--- src/rtl/fft_ctrl_pkg.sv ---
// Shared types and constants for the FFT frame sequencer: controller states,
// default FFT configuration word and the ADC-to-FFT sample conversion.
package fft_ctrl_pkg;

  typedef enum logic [2:0] {
    ST_IDLE,
    ST_CONFIG,
    ST_FILL,
    ST_WAIT_OUT,
    ST_WAIT_ANA,
    ST_UPDATE,
    ST_GAP
  } state_t;

  localparam logic [15:0] CFG_WORD_DEFAULT = 16'h0001;
  localparam int ADC_W  = 12;
  localparam int FFT_DW = 16;

  // Offset binary to two's complement: flipping the MSB subtracts mid-scale.
  function automatic logic [FFT_DW-1:0] adc_to_signed(input logic [ADC_W-1:0] sample);
    return {{(FFT_DW-ADC_W){~sample[ADC_W-1]}}, ~sample[ADC_W-1], sample[ADC_W-2:0]};
  endfunction

endpackage

--- src/rtl/adc_skid_reg.sv ---
// One-entry AXI-Stream holding register between the ADC strobe and the FFT
// input; reports a drop when a sample arrives while the entry is stuck full.
module adc_skid_reg #(
  parameter int W = 16
) (
  input  logic         clk,
  input  logic         rst,
  input  logic         enable,
  input  logic         flush,
  input  logic         in_valid,
  input  logic [W-1:0] in_data,
  input  logic         out_ready,
  output logic         out_valid,
  output logic [W-1:0] out_data,
  output logic         drop
);

  logic         full_reg;
  logic [W-1:0] data_reg;
  logic         drain;
  logic         capture;

  assign drain   = full_reg && out_ready;
  // The cycle that closes a frame never refills, so nothing leaks into the next frame.
  assign capture = enable && in_valid && !flush && (!full_reg || drain);
  assign drop    = enable && in_valid && full_reg && !drain;

  always_ff @(posedge clk) begin
    if (rst) begin
      full_reg <= 1'b0;
    end else if (capture) begin
      full_reg <= 1'b1;
    end else if (drain || flush) begin
      full_reg <= 1'b0;
    end
  end

  always_ff @(posedge clk) begin
    if (capture) begin
      data_reg <= in_data;
    end
  end

  assign out_valid = full_reg;
  assign out_data  = data_reg;

endmodule

--- src/rtl/fft_frame_sequencer.sv ---
// Frame-level controller: one-time FFT configuration, FFT_LEN-point frame packing,
// wait for FFT output and classifier, peak-tracker update pulse, stall watchdog.
module fft_frame_sequencer
  import fft_ctrl_pkg::*;
#(
  parameter int          FFT_LEN    = 1024,
  parameter logic [15:0] CFG_WORD   = CFG_WORD_DEFAULT,
  parameter int          GAP_CYCLES = 16,
  parameter int          TIMEOUT    = 65535
) (
  input  logic        clk,
  input  logic        rst,
  input  logic        run,
  input  logic        adc_valid,
  input  logic [11:0] adc_data,
  output logic [15:0] cfg_tdata,
  output logic        cfg_tvalid,
  input  logic        cfg_tready,
  output logic [31:0] s_tdata,
  output logic        s_tvalid,
  output logic        s_tlast,
  input  logic        s_tready,
  input  logic        fft_out_last,
  input  logic        fft_out_valid,
  input  logic        ana_done,
  output logic        update,
  output logic        busy,
  output logic [15:0] frame_cnt,
  output logic        overrun,
  output logic        timeout
);

  localparam int IDX_W = $clog2(FFT_LEN);
  localparam int GAP_W = $clog2(GAP_CYCLES + 1);
  localparam int WD_W  = $clog2(TIMEOUT + 1);

  state_t             state_reg, state_next;
  logic               cfg_sent_reg;
  logic [IDX_W-1:0]   idx_reg;
  logic               last_reg;
  logic [GAP_W-1:0]   gap_cnt_reg;
  logic [WD_W-1:0]    wd_cnt_reg;
  logic               ana_prev_reg;
  logic [15:0]        frame_cnt_reg;
  logic               overrun_reg;
  logic               timeout_reg;
  logic               wd_forced_reg;
  logic               cfg_tvalid_reg;
  logic               update_reg;
  logic               busy_reg;

  logic               in_fill;
  logic               beat;
  logic               last_beat;
  logic               ana_edge;
  logic               waiting;
  logic               wd_expire;
  logic               wd_fire;
  logic               gap_done;
  logic               skid_valid;
  logic [FFT_DW-1:0]  skid_data;
  logic               skid_drop;

  assign in_fill   = (state_reg == ST_FILL);
  assign beat      = in_fill && skid_valid && s_tready;
  assign last_beat = beat && last_reg;
  assign ana_edge  = ana_done && !ana_prev_reg;
  assign waiting   = (state_reg == ST_WAIT_OUT) || (state_reg == ST_WAIT_ANA);
  assign wd_expire = waiting && (wd_cnt_reg == WD_W'(TIMEOUT - 1));
  assign gap_done  = (gap_cnt_reg == GAP_W'(GAP_CYCLES - 1));

  adc_skid_reg #(.W(FFT_DW)) u_skid (
    .clk       (clk),
    .rst       (rst),
    .enable    (in_fill),
    .flush     (last_beat),
    .in_valid  (adc_valid),
    .in_data   (adc_to_signed(adc_data)),
    .out_ready (s_tready),
    .out_valid (skid_valid),
    .out_data  (skid_data),
    .drop      (skid_drop)
  );

  always_comb begin
    state_next = state_reg;
    wd_fire    = 1'b0;
    case (state_reg)
      ST_IDLE:     if (run) state_next = cfg_sent_reg ? ST_FILL : ST_CONFIG;
      ST_CONFIG:   if (cfg_tvalid_reg && cfg_tready) state_next = ST_FILL;
      ST_FILL:     if (last_beat) state_next = ST_WAIT_OUT;
      ST_WAIT_OUT: begin
        // A genuine completion in the expiry cycle takes precedence over the watchdog.
        if (fft_out_valid && fft_out_last) begin
          state_next = ST_WAIT_ANA;
        end else if (wd_expire) begin
          state_next = ST_UPDATE;
          wd_fire    = 1'b1;
        end
      end
      ST_WAIT_ANA: begin
        if (ana_edge) begin
          state_next = ST_UPDATE;
        end else if (wd_expire) begin
          state_next = ST_UPDATE;
          wd_fire    = 1'b1;
        end
      end
      ST_UPDATE:   state_next = ST_GAP;
      ST_GAP:      if (gap_done) state_next = run ? ST_FILL : ST_IDLE;
      default:     state_next = ST_IDLE;
    endcase
  end

  always_ff @(posedge clk) begin
    if (rst) begin
      state_reg      <= ST_IDLE;
      cfg_sent_reg   <= 1'b0;
      idx_reg        <= '0;
      last_reg       <= 1'b0;
      gap_cnt_reg    <= '0;
      wd_cnt_reg     <= '0;
      ana_prev_reg   <= 1'b0;
      frame_cnt_reg  <= 16'h0000;
      overrun_reg    <= 1'b0;
      timeout_reg    <= 1'b0;
      wd_forced_reg  <= 1'b0;
      cfg_tvalid_reg <= 1'b0;
      update_reg     <= 1'b0;
      busy_reg       <= 1'b0;
    end else begin
      state_reg      <= state_next;
      cfg_tvalid_reg <= (state_next == ST_CONFIG);
      update_reg     <= (state_next == ST_UPDATE);
      busy_reg       <= (state_next != ST_IDLE);

      if (state_reg == ST_CONFIG && cfg_tvalid_reg && cfg_tready) cfg_sent_reg <= 1'b1;

      if (state_next == ST_FILL && state_reg != ST_FILL) begin
        idx_reg  <= '0;
        last_reg <= 1'b0;
      end else if (beat) begin
        idx_reg  <= idx_reg + IDX_W'(1);
        last_reg <= (idx_reg == IDX_W'(FFT_LEN - 2));
      end

      gap_cnt_reg <= (state_reg == ST_GAP) ? gap_cnt_reg + GAP_W'(1) : '0;

      if (!waiting || state_next != state_reg) wd_cnt_reg <= '0;
      else                                     wd_cnt_reg <= wd_cnt_reg + WD_W'(1);

      // Clearing on entry makes a level that is already high count as an edge.
      if (state_next == ST_WAIT_ANA && state_reg != ST_WAIT_ANA) ana_prev_reg <= 1'b0;
      else                                                       ana_prev_reg <= ana_done;

      if (state_next == ST_UPDATE) wd_forced_reg <= wd_fire;
      if (state_reg == ST_UPDATE && !wd_forced_reg) frame_cnt_reg <= frame_cnt_reg + 16'd1;

      if (wd_fire)   timeout_reg <= 1'b1;
      if (skid_drop) overrun_reg <= 1'b1;
    end
  end

  assign cfg_tdata  = CFG_WORD;
  assign cfg_tvalid = cfg_tvalid_reg;
  assign s_tdata    = {16'h0000, skid_data};
  assign s_tvalid   = skid_valid;
  assign s_tlast    = last_reg;
  assign update     = update_reg;
  assign busy       = busy_reg;
  assign frame_cnt  = frame_cnt_reg;
  assign overrun    = overrun_reg;
  assign timeout    = timeout_reg;

endmodule

--- config.mk ---
export PLATFORM = sky130hd
export DESIGN_NAME = fft_frame_sequencer
export DESIGN_NICKNAME = d
export VERILOG_FILES = /design/src/rtl/fft_ctrl_pkg.sv /design/src/rtl/adc_skid_reg.sv /design/src/rtl/fft_frame_sequencer.sv
export SDC_FILE = /design/constraint.sdc
export NUM_CORES = 1
export LEC_CHECK = 0
export CAP_MARGIN = 20
export CORE_ASPECT_RATIO = 0.6
export CORE_UTILIZATION = 45
export DETAILED_ROUTE_END_ITERATION = 16
export PLACE_DENSITY = 0.75
export SYNTH_ARGS = -nofsm -noshare
export SYNTH_HDL_FRONTEND = slang
export SYNTH_SLANG_ARGS = --single-unit
--- constraint.sdc ---
create_clock -name clk -period 3.5 [get_ports clk]
set_clock_uncertainty 0.05 [all_clocks]
set_input_delay 0.35 -clock clk [delete_from_list [all_inputs] [get_ports clk]]
set_output_delay 0.35 -clock clk [all_outputs]
set_load 0.05 [all_outputs]
==> results of run 1 <==
==> logic make-up (layout without fill, tap and decap cells) <==
family / after synthesis / in the layout / share of synthesized area (%)
XOR/XNOR: 36 / 36 / 9.40
flip-flops: 72 / 72 / 46.5
buffers and inverters: 54 / 86 / 10.3
AND/OR/NAND/NOR: 148 / 148 / 22.8
AO/OA/AOI/OAI: 37 / 37 / 7.83
adder cells (fa/ha/maj): 7 / 7 / 2.61
other: 2 / 32 / 0.224
multiplexers: 1 / 1 / 0.298
==> final timing paths <==
path | from | end | slack (ps) | cells after the start
hold / removal | gap_cnt_reg[0] | gap_cnt_reg[0] | 400 | 1
hold reg to reg | gap_cnt_reg[0] | gap_cnt_reg[0] | 400 | 1
setup / recovery | state_reg[2] | wd_cnt_reg[6] | 1220 | 5
setup reg to reg | state_reg[2] | wd_cnt_reg[6] | 1220 | 5
==> layer usage <==
layer / wire length [µm] / share of wire, % / global-route usage [%]
met1: 3430 / 50 / 25.9
met2: 2870 / 42 / 26.9
met3: 441 / 6.4 / 6.82
met4: 108 / 1.6 / 7.24
met5: 0 / 0 / 0
==> cell usage after synthesis, types with 6 or more instances <==
cell	number
nand2_1	18
buf_4	36
a21oi_1	11
o21ai_0	7
xor2_1	20
dfxtp_1	60
inv_1	8
edfxtp_1	12
nand3_1	16
nand4_1	14
ha_1	7
xnor2_1	16
buf_2	6
nor2_1	61
==> critical path: cells and delay by family (launching register included) <==
kind / cells / cell delay, ps
simple gates: 4 / 1180
flops: 1 / 590
compound gates: 1 / 320
==> power by group through the flow <==
stage	logic, mW	registers [mW]	clock network [mW]
final	0.338	0.905	0.909
after global routing	0.357	0.910	0.961
after CTS	0.336	0.904	0.925
after floorplan	0.226	0.968	0
after detailed placement	0.335	0.922	0
after global placement	0.332	0.919	0
==> layout make-up <==
class | count | area, µm²
Fill cell | 593 | 2750
Sequential cell | 72 | 1560
Multi-Input combinational cell | 261 | 1560
Timing Repair Buffer | 62 | 613
Clock buffer | 11 | 243
Tap cell | 100 | 125
Clock inverter | 5 | 57.6
Inverter | 8 | 30.0
==> metrics by stage <==
stage	hold slack, ps	power, mW	utilization [%]
2_1_floorplan	368	1.19	-
3_3_place_gp	378	1.25	56.1
5_1_grt	431	2.23	60.4
4_1_cts	401	2.16	60.4
3_5_place_dp	393	1.26	56.1
6_report	397	2.15	60.4
==> results by group, run 1 <==
Outcome
  – Status: complete, no violations

Pwr
  – Clock network power share: a little over two fifths
  – Pwr dens: between 500 and 600 nW/µm²
  – Logic pwr share: between 10% and 20%
  – Max VDD drop: 0.343 mV
  – Leak: between 1.5 and 2 nW
  – Net Switching: slightly above 600 µW
  – Net Sw Frac: approximately 29%
  – Sequential power share: around 42%
  – Cell-internal power: between 1.5 and 2 mW

Clock tree
  – CTS tree: done
  – Clock sink total: 72
  – Post-CTS Hold Buffers: 0
  – Cts bufs inserted: 9
  – # Post-CTS Setup Buffers: 0
  – Clock Tree Buf Depth: 2
  – Reg clk slew, reported paths: approximately 60 ps
  – Post-cts resize count: 0
  – Worst skew pair latency: 330 ps
  – Htree depth: 3
  – CTS root buffer: clkbuf_16

Synthesis
  – Top cell type's share of synthesized area: between 30 and 40%
  – Synth Instances: ~360
  – Synth Area per Inst: approximately 9.4 µm²
  – YS warnings: 0
  – Synth Register Bits: 72
  – Top area cells in the synthesized netlist: dfxtp_1, edfxtp_1, buf_4
  – Post-synth cell types: 45
  – Number of enable flip-flop cells after synthesis: 12
  – Sequential-to-total area share from yosys stat: 46.5%
  – Primary FF master, synth: dfxtp_1
  – Yosys top cell by area: dfxtp_1
  – FFs w/ async S/R, synth: 0%
  – Syn Std Cell Area: ~3400 µm²

Routing
  – DR iter-0 viols: roughly 160
  – 1st-pass router iterations: 5
  – Antenna viol nets, final: 0
  – DR vias: roughly 2600
  – DR WL/cell: ~13 µm
  – Vias per inst: around 5
  – Drt drc: 0
  – Drt total wl: 6.85 mm

Global route
  – Gr ovfl total: 0
  – Largest net degree at the start of global routing: 24
  – Number of global-route vias before repair: between 2000 and 2500
  – First-pass GRT wire length: between 10 and 15 mm
  – Gr usage total: roughly a fifth
  – Initial antenna violation count: 0

Finish
  – Post-route cell area: 4190 µm²
  – Fin nets: between 400 and 500
  – Final Instance Count excl. Fillers: just over 500
  – Layout cells sized above 1: 6.44%
  – Commonest non-fill, non-tap cells in the layout: nor2_1, dfxtp_1, clkdlybuf4s50_1
  – P&R area growth vs syn: 24.9%
  – Diodes inserted: 0
  – Commonest non-fill, non-tap cell in the layout: nor2_1

STA
  – Final setup margin: 1220 ps
  – TNS Setup: 0 ps
  – Max-slew headroom: slightly above 60%
  – Fin crit period: 2280 ps
  – Final Max Slew Viols: 0
  – Final setup viols: 0
  – FMAX: between 0.4 and 0.5 GHz
  – Worst-Margin Slew: just under 600 ps
  – Final period utilization: around two thirds
  – Hold Fails Final Rpt: 0
  – RSZ-0062 raised after global routing: no

Critical path
  – Largest stage delay, worst path: just under 600 ps
  – CP max stage cell: dfxtp_1
  – Crit Path Max Fanout: 16
  – Req. time, crit path: 3650 ps
  – CP Cell Sequence: nor3b_1 -> nand3b_1 -> a41oi_1 -> or3_1 -> nor2_1
  – Worst EP arrival: 2430 ps
  – WS Path Type: reg2reg
  – Critical Path End Type: register
  – Crit start category: register

Hold path
  – Hold Path Class: reg2reg

Die
  – DIE AREA: ~7800 µm²
  – Core outline area: approximately 6900 µm²
  – Die H: about 69 µm
  – FP Rows: 23
  – Ports: 92
  – Die W: approximately 110 µm
  – Initial core utilization: about half

Placed design
  – Placed cells: between 500 and 600
  – Placement Setup Slack: 1170 ps
  – Dpl hpwl: ~5 mm
  – Post-DP Area: ~3900 µm²
  – Placer Congestion: approximately 0.81
  – Buffers on Ports: between 50 and 60

Flow run
  – Max_cap viols: 0
No activity file was read; power rests on OpenSTA's default activity.
==> inputs of run 2 (changes only) <==
clock period = 2.3 ns   (was 3.5 ns; I/O delays follow)
==> results by group, run 2 (same netlist as run 1, synthesis figures left out) <==
STA
  – Final period utilization: 89.5% (+24 points)
  – TNS Setup: 0 ps (unchanged)
  – Final setup viols: 0 (unchanged)
  – Worst-Margin Slew: 572 ps (-16.2 ps)
  – RSZ-0062 raised after global routing: no
  – Max-slew headroom: 61.5% (+1.1 points)
  – Fin crit period: 2060 ps (-225 ps)
  – FMAX: 0.486 GHz (+11%)
  – Final Max Slew Viols: 0 (unchanged)
  – Hold Fails Final Rpt: 0 (unchanged)

Finish
  – P&R area growth vs syn: 26.5%
  – Post-route cell area: 4240 µm² (+1.3%)
  – Diodes inserted: 0 (unchanged)
  – Commonest non-fill, non-tap cells in the layout: nor2_1, dfxtp_1, clkdlybuf4s50_1
  – Commonest non-fill, non-tap cell in the layout: nor2_1
  – Layout cells sized above 1: 7.33% (+0.88 points)
  – Final Instance Count excl. Fillers: 523 (+0.77%)
  – Fin nets: 446 (+0.90%)

Pwr
  – Leak: 1.54 nW (+2.7%)
  – Max VDD drop: 0.528 mV (+54%)
  – Total power: 3.34 mW (+55%)
  – Pwr dens: 788 nW/µm² (+53%)

Clock tree
  – CTS tree: done
  – Worst skew pair latency: 340 ps (about the same)
  – Post-CTS Hold Buffers: 0 (unchanged)
  – Cts bufs inserted: 9 (unchanged)
  – Post-cts resize count: 0 (unchanged)
  – Reg clk slew, reported paths: 60 ps (about the same)
  – # Post-CTS Setup Buffers: 0 (unchanged)
  – CTS root buffer: clkbuf_16
  – Htree depth: 3 (unchanged)
  – Clock Tree Buf Depth: 2 (unchanged)
  – Clock sink total: 72 (unchanged)

Placed design
  – Dpl hpwl: 4.99 mm (-1.2%)
  – Buffers on Ports: 59 (unchanged)
  – Placed cells: 507 (+0.80%)
  – Placer Congestion: 0.795 (-2.1%)
  – Post-DP Area: 3930 µm² (+1.1%)

Hold path
  – Hold Path Class: in2reg

Global route
  – Gr ovfl total: 0 (unchanged)
  – Initial antenna violation count: 0 (unchanged)
  – First-pass GRT wire length: 10.8 mm (-2.0%)
  – Gr usage total: 18.7% (-0.15 points)
  – Largest net degree at the start of global routing: 23 (-4.2%)
  – Number of global-route vias before repair: 2209 (+0.55%)

Routing
  – DR iter-0 viols: 142 (-9.0%)
  – 1st-pass router iterations: 4 (-1)
  – Drt total wl: 6.81 mm (-0.61%)
  – Drt drc: 0 (unchanged)
  – Vias per inst: 4.92 (-0.34%)
  – DR WL/cell: 13.0 µm (-1.4%)
  – Antenna viol nets, final: 0 (unchanged)
  – DR vias: 2575 (+0.43%)

Die
  – Core outline area: 6940 µm² (unchanged)
  – Ports: 92 (unchanged)
  – Initial core utilization: 48.4% (unchanged)
  – DIE AREA: 7810 µm² (unchanged)
  – FP Rows: 23 (unchanged)
  – Die H: 68.9 µm (unchanged)
  – Die W: 113 µm (unchanged)

Critical path
  – Worst path most repeated cell: ha_1
  – CP max stage cell: o31ai_1
  – Critical Path End Type: register
  – Req. time, crit path: 2480 ps (-1170 ps)
  – Worst EP arrival: 2230 ps (-200 ps)
  – R2R setup slack: 240 ps (-980 ps)
  – Crit Path Max Fanout: 4 (-12)
  – Largest stage delay, worst path: 440 ps (-150 ps)
  – Critical path's top delay family: compound AO/OA/AOI/OAI gates
  – WP buf/inv: 0 (unchanged)
  – Crit start category: register
  – WS Path Type: reg2reg
  – CP Cell Sequence: ha_1 -> and3_1 -> ha_1 -> a21boi_0 -> o31ai_1 -> nand2_1 -> a2111oi_2

Outcome
  – Status: complete, no violations

Flow run
  – Max_cap viols: 0 (unchanged)
## run 2: path summary, 6_finish.rpt
check	cells after the start	startpoint	end
max	7	gap_cnt_reg[0]	cfg_tvalid
min	1	adc_data[0]	u_skid.out_data[0]
max reg2reg	7	gap_cnt_reg[0]	cfg_tvalid
min reg2reg	1	gap_cnt_reg[0]	gap_cnt_reg[0]
## run 2: worst register-to-register path, delay by kind of cell, from the launching register on
| kind | cells | cell delay [ps] |
|---|---|---|
| DFF | 1 | 350 |
| AOI/OAI and AO/OA | 3 | 830 |
| adders and majority gates | 2 | 370 |
| and+or+nand+nor | 2 | 350 |
## run 2: metrics by stage
step / utilization (%) / setup WS [ps] / hold WS [ps]
2_1_floorplan: - / 9.86 / 279
3_3_place_gp: 56.7 / 264 / 383
3_5_place_dp: 56.7 / 262 / 397
4_1_cts: 61.2 / 266 / 383
5_1_grt: 61.2 / 3.16 / 382
6_report: 61.2 / 241 / 399
## run 2: layout make-up
cell class / instances / area (µm²)
multi-input combinational: 261 / 1560
clock buffer: 9 / 225
clock inverter: 7 / 86.3
sequential: 72 / 1560
timing repair buffer: 66 / 656
fill: 588 / 2690
tap: 100 / 125
inverter: 8 / 30.0
## run 2: power breakdown
part           internal (mW)  switching, mW
sequential              1.33         0.0499
combinational          0.151          0.369
clock                  0.938          0.509
total                   2.42          0.927
## run 2: routing by layer
metal | global-route usage, % | part of all wire (%) | up-vias
met1 | 25.0 | 49 | 1193
li1 | - | - | 1285
met5 | 0 | 0 | -
met2 | 27.1 | 43 | 90
met3 | 7.43 | 6.9 | 7
met4 | 7.40 | 1.4 | 0
